[config.mk]
export PLATFORM = sky130hd
export DESIGN_NAME = dm_access_master
export DESIGN_NICKNAME = d
export VERILOG_FILES = /design/src/rtl/dm_access_master.sv
export SDC_FILE = /design/constraint.sdc
export NUM_CORES = 1
export LEC_CHECK = 0
export CAP_MARGIN = 25
export CORE_MARGIN = 1
export CORE_UTILIZATION = 47
export CTS_BUF_LIST = sky130_fd_sc_hd__clkbuf_16
export DETAILED_ROUTE_END_ITERATION = 8
export GPL_TIMING_DRIVEN = 0
export HOLD_SLACK_MARGIN = 0.15
export PLACE_DENSITY_LB_ADDON = 0.3
export SLEW_MARGIN = 20
export SYNTH_ARGS = -nofsm -noshare
export SYNTH_HDL_FRONTEND = slang
export SYNTH_SLANG_ARGS = --single-unit
[constraint.sdc]
create_clock -name clk_i -period 2.55 [get_ports clk_i]
set_input_delay 0.6375 -clock clk_i [delete_from_list [all_inputs] [get_ports clk_i]]
set_output_delay 0.6375 -clock clk_i [all_outputs]
set_load 0.05 [all_outputs]
[src/rtl/dm_access_master.sv]
// dm_access_master: single-outstanding load/store initiator for the data
// memory. Handles sub-word extension on loads and read-modify-write for
// sb/sh. Misaligned or out-of-range requests complete with err and never
// touch memory.

// Per-byte-lane store merge: take the store byte when the lane is written,
// otherwise keep the byte read back from memory.
module dm_byte_lane #(
  parameter int VEC_W = 8
) (
  input  logic             en_i,
  input  logic [VEC_W-1:0] base_i,
  input  logic [VEC_W-1:0] st_i,
  output logic [VEC_W-1:0] out_o
);
  assign out_o = en_i ? st_i : base_i;
endmodule

module dm_access_master #(
  parameter logic [31:0] DM_BASE  = 32'h0000_0000,
  parameter int unsigned DM_BYTES = 4096
) (
  input  logic        clk_i,
  input  logic        reset_ni,
  input  logic        req_i,
  input  logic [2:0]  op_i,
  input  logic [31:0] addr_i,
  input  logic [31:0] wdata_i,
  input  logic [31:0] pc_i,
  output logic        ready_o,
  output logic        done_o,
  output logic [31:0] rdata_o,
  output logic        err_o,
  output logic [31:0] dm_addr_o,
  output logic [31:0] dm_wdata_o,
  output logic        dm_we_o,
  output logic        dm_re_o,
  output logic [31:0] dm_pc_o,
  input  logic [31:0] dm_rdata_i
);

  localparam int NUM_LANES = 4;
  localparam int VEC_W     = 8;

  localparam logic [2:0] OP_LW  = 3'b000;
  localparam logic [2:0] OP_LH  = 3'b001;
  localparam logic [2:0] OP_LHU = 3'b010;
  localparam logic [2:0] OP_LB  = 3'b011;
  localparam logic [2:0] OP_LBU = 3'b100;
  localparam logic [2:0] OP_SW  = 3'b101;
  localparam logic [2:0] OP_SH  = 3'b110;
  localparam logic [2:0] OP_SB  = 3'b111;

  localparam logic [2:0] S_IDLE = 3'd0;
  localparam logic [2:0] S_LD   = 3'd1;
  localparam logic [2:0] S_RD   = 3'd2;
  localparam logic [2:0] S_WR   = 3'd3;
  localparam logic [2:0] S_DONE = 3'd4;

  // 33-bit compare so DM_BASE + DM_BYTES cannot wrap at the top of memory
  localparam logic [32:0] LIM = {1'b0, DM_BASE} + 33'(DM_BYTES);

  logic [2:0]  state_q, state_d;
  logic [2:0]  op_q;
  logic [31:0] addr_q, wdata_q, pc_q, rdata_q, merge_q;
  logic        err_q;

  logic        misal_w, oor_w, reject_w;
  logic [31:0] ld_ext;
  logic [7:0]  ld_byte;
  logic [15:0] ld_half;

  logic [NUM_LANES-1:0]            lane_en;
  logic [NUM_LANES-1:0][VEC_W-1:0] st_lanes, base_lanes, out_lanes;

  // Request qualification on the live inputs, used only at accept time
  always_comb begin
    misal_w = 1'b0;
    case (op_i)
      OP_LW, OP_SW:         misal_w = |addr_i[1:0];
      OP_LH, OP_LHU, OP_SH: misal_w = addr_i[0];
      default:              misal_w = 1'b0;
    endcase
    oor_w    = ({1'b0, addr_i} < {1'b0, DM_BASE}) || ({1'b0, addr_i} >= LIM);
    reject_w = misal_w | oor_w;
  end

  // Next-state logic; requests outside IDLE are simply not looked at
  always_comb begin
    state_d = state_q;
    case (state_q)
      S_IDLE: if (req_i) begin
        if (reject_w)          state_d = S_DONE;
        else if (op_i < OP_SW) state_d = S_LD;
        else if (op_i == OP_SW) state_d = S_WR;
        else                   state_d = S_RD;
      end
      S_LD:    state_d = S_DONE;
      S_RD:    state_d = S_WR;
      S_WR:    state_d = S_DONE;
      S_DONE:  state_d = S_IDLE;
      default: state_d = S_IDLE;
    endcase
  end

  // State register
  always_ff @(posedge clk_i or negedge reset_ni) begin
    if (!reset_ni) state_q <= S_IDLE;
    else           state_q <= state_d;
  end

  // Request latch: captured once per accept, stable until the next accept
  always_ff @(posedge clk_i or negedge reset_ni) begin
    if (!reset_ni) begin
      op_q    <= '0;
      addr_q  <= '0;
      wdata_q <= '0;
      pc_q    <= '0;
      err_q   <= 1'b0;
    end else if (state_q == S_IDLE && req_i) begin
      op_q    <= op_i;
      addr_q  <= addr_i;
      wdata_q <= wdata_i;
      pc_q    <= pc_i;
      err_q   <= reject_w;
    end
  end

  // Load lane select and sign/zero extension (little-endian)
  always_comb begin
    ld_byte = dm_rdata_i[{addr_q[1:0], 3'b000} +: 8];
    ld_half = addr_q[1] ? dm_rdata_i[31:16] : dm_rdata_i[15:0];
    case (op_q)
      OP_LH:   ld_ext = {{16{ld_half[15]}}, ld_half};
      OP_LHU:  ld_ext = {16'h0000, ld_half};
      OP_LB:   ld_ext = {{24{ld_byte[7]}}, ld_byte};
      OP_LBU:  ld_ext = {24'h000000, ld_byte};
      default: ld_ext = dm_rdata_i;
    endcase
  end

  // Load result and RMW read-back registers
  always_ff @(posedge clk_i or negedge reset_ni) begin
    if (!reset_ni) begin
      rdata_q <= '0;
      merge_q <= '0;
    end else begin
      if (state_q == S_LD) rdata_q <= ld_ext;
      if (state_q == S_RD) merge_q <= dm_rdata_i;
    end
  end

  // Store lane enables and replicated store data; sw writes every lane
  always_comb begin
    lane_en  = '1;
    st_lanes = wdata_q;
    case (op_q)
      OP_SB: begin
        lane_en             = '0;
        lane_en[addr_q[1:0]] = 1'b1;
        st_lanes            = {4{wdata_q[7:0]}};
      end
      OP_SH: begin
        lane_en  = addr_q[1] ? 4'b1100 : 4'b0011;
        st_lanes = {2{wdata_q[15:0]}};
      end
      default: begin
        lane_en  = '1;
        st_lanes = wdata_q;
      end
    endcase
    base_lanes = merge_q;
  end

  for (genvar g = 0; g < NUM_LANES; g++) begin : g_lane
    dm_byte_lane #(.VEC_W(VEC_W)) u_lane (
      .en_i   (lane_en[g]),
      .base_i (base_lanes[g]),
      .st_i   (st_lanes[g]),
      .out_o  (out_lanes[g])
    );
  end

  // Outputs decode from registered state only
  assign ready_o    = (state_q == S_IDLE);
  assign done_o     = (state_q == S_DONE);
  assign err_o      = (state_q == S_DONE) & err_q;
  assign dm_re_o    = (state_q == S_LD) | (state_q == S_RD);
  assign dm_we_o    = (state_q == S_WR);
  assign dm_wdata_o = (state_q == S_WR) ? out_lanes : '0;
  assign dm_addr_o  = {addr_q[31:2], 2'b00};
  assign dm_pc_o    = pc_q;
  assign rdata_o    = rdata_q;

endmodule

# Yosys cells after proc, flatten, opt, wreduce, memory -nomap -nowiden
# Index checks and enable logic that the tools add are counted.
[classes]
reduce_logical = 8
n_mux = 18
order_cmp = 4
n_bitwise = 3
shift = 1
eq_ne = 15
[op_table]
columns = ["op", "count"]
rows = [
  ["32-bit one-hot mux with 4 select lines", 1],
  ["32-bit one-hot mux with 2 select lines", 1],
  ["32-bit by 13-bit >= comparator with 1-bit output (second input constant)", 1],
  ["32-bit two-way mux", 1],
  ["8-bit two-way mux", 4],
  ["32-bit by 6-bit indexed part select with 8-bit output", 1],
  ["3-bit == test (second input constant)", 6],
  ["16-bit two-way mux", 1],
  ["3-bit by 2-bit == test with 1-bit output (second input constant)", 5],
  ["3-bit by 1-bit == test with 1-bit output (second input constant)", 3],
  ["3-bit one-hot mux with 3 select lines", 1],
  ["4-bit one-hot mux with 2 select lines", 1],
  ["3-bit zero test", 2],
  ["3-bit two-way mux", 2],
  ["2-bit OR reduction", 3],
  ["4-bit two-way mux", 1],
  ["2-bit by 3-bit < comparator with 1-bit output (second input constant)", 1],
  ["3-bit < comparator (second input constant)", 1],
  ["3-bit OR reduction", 1],
  ["1-bit demux with 2-bit select", 1],
  ["2-bit by 1-bit >= comparator with 1-bit output (second input constant)", 1],
  ["1-bit logical AND", 2],
  ["1-bit two-way mux", 2],
  ["2-bit two-way mux", 1],
  ["other kinds (4)", 5],
]
[totals]
reg_bits = 167
output_inout_bits = 133
input_bits = 134
wordCells = 57

# Longest topological paths before layout
[depth]
ltp_word = 7
ltp_mapped = 7
mapped_depth_nobuf = 4

# Modules after synthesis
# Synthesis repeated with hierarchy kept, for this count alone.
[hier_totals]
hier_cells = 621
hier_area_um2 = 8289.2
[modules_own_cells]
columns = ["mod", "cells_each", "n_inst", "area_per_inst_um2"]
rows = [
  ["dm_access_master", 585, 1, 7763.7],
  ["dm_byte_lane", 9, 4, 131.4],
]

# Worst setup path after synthesis
# Ideal clock, no wire load.
[synth_timing]
path_kind = "flip-flop to output port"
startpoint = "register op_q[0]"
endpoint = "output port dm_wdata_o[15]"
t_arrival_ps = 3565
path_stages_with_launch = 6
path_slack_ps = -1653
cell_sequence = "dfrtp_1 buf_2 and2b_2 o21ai_4 nor2_1 a2111oi_0"
[synth_between]
elab_chain_cells = 4
word_cells_on_any_way = 6
classes_between = "eq/ne: 2; mux: 4"
[synth_lines]
columns = ["element", "line_no", "rtl"]
rows = [
  ["from (decl)", "64", "logic [2:0] op_q;"],
  ["from (signal assigned)", "121", "op_q <= op_i;"],
  ["3-bit == test", "157", "case (op_q)"],
  ["32-bit one-hot mux with 2 select lines / 4-bit one-hot mux with 2 select lines (equally long branches)", "157", ""],
  ["8-bit two-way mux (*)", "16", "assign out_o = en_i ? st_i : base_i;"],
  ["32-bit two-way mux (*)", "190", "assign dm_wdata_o = (state_q == S_WR) ? out_lanes : '0;"],
  ["to (decl)", "35", "output logic [31:0] dm_wdata_o,"],
]
# Every way passes the cells marked *; elsewhere a longest branch is shown, timed or not.

# Worst setup path in the final report
[layout_timing]
startpoint = "register addr_q[0]"
endpoint = "output port dm_wdata_o[15]"
[layout_between]
elab_chain_cells = 7
word_cells_on_any_way = 8
classes_between = "order compare: 2; mux: 5; reduce/logical: 1"
[layout_lines]
columns = ["element", "line_no", "rtl"]
rows = [
  ["from (decl)", "65", "logic [31:0] addr_q, wdata_q, pc_q, rdata_q, merge_q;"],
  ["from (signal assigned)", "122", "addr_q <= addr_i;"],
  ["2-bit by 3-bit < comparator with 1-bit output (not written as such) / 2-bit by 1-bit >= comparator with 1-bit output (equally long branches)", "160", "lane_en[addr_q[1:0]] = 1'b1;"],
  ["1-bit logical AND (not written as such)", "160", ""],
  ["1-bit two-way mux (not written as such)", "160", ""],
  ["1-bit demux with 2-bit select (*)", "160", ""],
  ["4-bit one-hot mux with 2 select lines (*)", "157", ""],
  ["8-bit two-way mux (*)", "16", ""],
  ["32-bit two-way mux (*)", "190", ""],
]
# Marked as above.

==> results.yml <==
outcome:
  status: "finished with violations"
  violations: "negative setup slack"
run:
  max-cap-violations: 0
clock_network:
  clk_pin_slew_ps: 70
  clock_sinks: 167
  clk_latency_ps: 430
  cts_tree: "done"
  htree_num_levels: 4
  clock_path_buffers: 2
  cts-root-buf: "clkbuf_16"
  numCtsBuffers: 17
grt:
  grt_usage: 0.2924
  first_global_vias: 7147
  grt_pass1_wl_mm: 39.62
  grt_max_degree: 94
  grt_antenna_before_repair: 0
  gr-total-overflow: 0
detailed_routing:
  routedWlPerCell_um: 21.48
  drc: 0
  firstDrtPassIters: 5
  first_iter_violations: 575
  detail-route-antenna-nets: 0
  routed_wl_mm: 26.70
  vias_per_cell: 5.681
  vias: 7061
worst_setup_path:
  rr_endpoint: "rdata_o[31]$_DFFE_PN0P_"
  r2r_slack_ps: 390
  cp_data_arrival_time_ps: 2070
  cp-end-kind: "output port"
  crit_required_ps: 1910
  r2r_cells: 7
  crit_start: "addr_q[0]$_DFFE_PN0P_"
  critPathMaxFanout: 5
  worst-setup-path-type: "reg -> out"
  crit_end: "dm_wdata_o[15]"
  cp-start-kind: "flop"
  rr_startpoint: "op_q[0]$_DFFE_PN0P_"
power:
  p_int_w: 0.005589
  clkPwrFrac: 0.307
  vdd_ir_drop_max_mv: 0.5081
  switching_share: 0.3362
  leakage_nw: 5.483
  pwr-share-comb: 0.325
  switchingPower_w: 0.002831
  p_seq_frac: 0.368
  p_per_area_mw_per_mm2: 656.7
  p_total_w: 0.008420
sta:
  finalSetupTns_ps: -1638
  finClkSkew_ps: 8.532
  timing.final.crit_share: 1.062
  layout_setup_ws_ps: -157.0
  worst_pin_slew_ps: 756.3
  relSlewSlack: 0.4935
  period_minus_slack_ps: 2707
  fmax_mhz: 369.4
  whs_ps: 161.6
  setup_viol: 28
  rsz0062_at_grt: "true"
  final_max_slew_viol_count: 0
  finalHoldViolCount: 0
floorplan:
  die_x_um: 133.6
  rows: 47
  fp.dieArea_sq_mm: 0.01786
  coreArea_sq_mm: 0.01676
  pin_count: 267
  die_y_um: 133.6
  initial_core_util: 0.4859
logic_synthesis:
  ys_seq_elements: 167
  netlist_instances: 691
  avgSynthCellArea_sq_um: 11.79
  syn_area_sq_mm: 0.008144
  yosysSeqAreaShare: 0.5131
  synth.distinct_cells: 57
  synth_edf_count: 0
  synth_ff_type: "dfrtp_1"
  ys.warnings.count: 0
  postSynth.asyncResetShare: 1.000
cells_and_area:
  nFillCells: 1090
  layout_commonest_cell: "clkdlybuf4s50_1"
  layout-drive-gt1-share: 0.4008
  layout_common_cells: "clkdlybuf4s50_1, dfrtp_1, mux2_2"
  syn2layout_area_growth_pct: 57.44
  num_antenna_cells: 0
  layout.nets: 1144
placement:
  hpwl_mm: 17.49
  gp_congestion: 0.9018
  pre_cts_ws_ps: -735.4
  portBuffers: 264
min_path:
  hp-class: "in -> async"
power groups by stage:
stage	logic, W	clock network, W	registers [W]
detailed placement	0.00233	0	0.00312
global placement	0.00230	0	0.00311
finish	0.00274	0.00258	0.00310
floorplan	0.00118	0	0.00341
global route	0.00286	0.00272	0.00313
CTS	0.00260	0.00260	0.00308
final cells by class:
type | count | area (sq um) | area share
multi-input cells | 436 | 3975 | 0.3100
clock inverters | 15 | 153.9 | 0.01200
flip-flops and latches | 167 | 4185 | 0.3264
inverters | 12 | 45.04 | 0.003513
well taps | 220 | 275.3 | 0.02147
clock buffers | 17 | 425.4 | 0.03318
repair buffers | 302 | 3128 | 0.2439
plain buffers | 74 | 634.4 | 0.04947
how the worst min path moves through the flow:
| stage | start | to | slack [ps] | cells past startpoint |
|---|---|---|---|---|
| after global placement | rdata_o[0]$_DFFE_PN0P_ | rdata_o[0]$_DFFE_PN0P_ | 460 | 2 |
| after global routing | reset_ni | rdata_o[7]$_DFFE_PN0P_ | 210 | 1 |
| after CTS | reset_ni | rdata_o[7]$_DFFE_PN0P_ | 190 | 1 |
| after detailed placement | rdata_o[2]$_DFFE_PN0P_ | rdata_o[2]$_DFFE_PN0P_ | 470 | 2 |
| final | reset_ni | rdata_o[7]$_DFFE_PN0P_ | 160 | 1 |
| after floorplan | reset_ni | addr_q[0]$_DFFE_PN0P_ | 340 | 0 |
Yosys cell counts, types with 4 or more instances:
cell,count,share of area
o21ai_0,18,0.011
nor3_1,17,0.010
mux2_2,134,0.19
buf_6,4,0.0055
a222oi_1,7,0.0086
a221o_1,10,0.012
nand2_1,48,0.022
a31oi_1,8,0.0061
dfrtp_1,167,0.51
buf_2,26,0.016
nor2_1,54,0.025
a211oi_1,11,0.010
a221o_2,6,0.0083
buf_4,34,0.031
mux2i_1,30,0.037
inv_1,12,0.0055
a311oi_1,8,0.0086
nor4_1,6,0.0046
clkbuf_1,12,0.0055
a21oi_1,27,0.017
per-stage QoR:
step	util	cell area, sq um	std cells
after floorplan	-	8332	692
after global placement	0.6712	11250	1176
after detailed placement	0.6732	11280	1177
after CTS	0.7446	12480	1237
after global routing	0.7651	12820	1243
final	0.7651	12820	1243
worst max-delay path: stages, from the launching register on:
cell       delay [ps]
dfrtp_1           390
buf_6             140
and2b_2           270
buf_12            120
o21ai_4            70
buf_4             150
a2111oi_4         300
buf_6             210
flip-flops by register name, indices dropped and copies added, names as in the netlist:
signal      flops
base_lanes     32
rdata_o        32
op_q            3
wdata_q        32
err_q           1
state_q         3
addr_q         32
dm_pc_o        32
per-layer routing:
metal  GRT usage  share of wire  vias to the layer above  wire (um)
li1            -              -                     3094          -
met1      0.3751           0.40                     3478      10600
met2      0.4731           0.48                      406      12850
met3     0.07192          0.083                       83       2204
met4      0.1212          0.039                        0       1036
met5           0              0                        -          0
timing repair:
item / CTS / global route
resized for setup: 312 / 71
setup endpoints to repair: 37 / 34
hold buffers: 0 / 0
cloned: 4 / 2
pin swaps: 15 / 31
setup buffers: 27 / 9
cell families after synthesis:
family                    share of synthesized area
xor gates and xnor gates                   0.003073
muxes                                        0.2277
other                                     0.0004605
and+or+nand+nor                             0.08604
AOI/OAI and AO/OA                            0.1014
buffers and inverters                       0.06821
DFF                                          0.5131
Note: power is estimated with default switching activity, not from simulation.
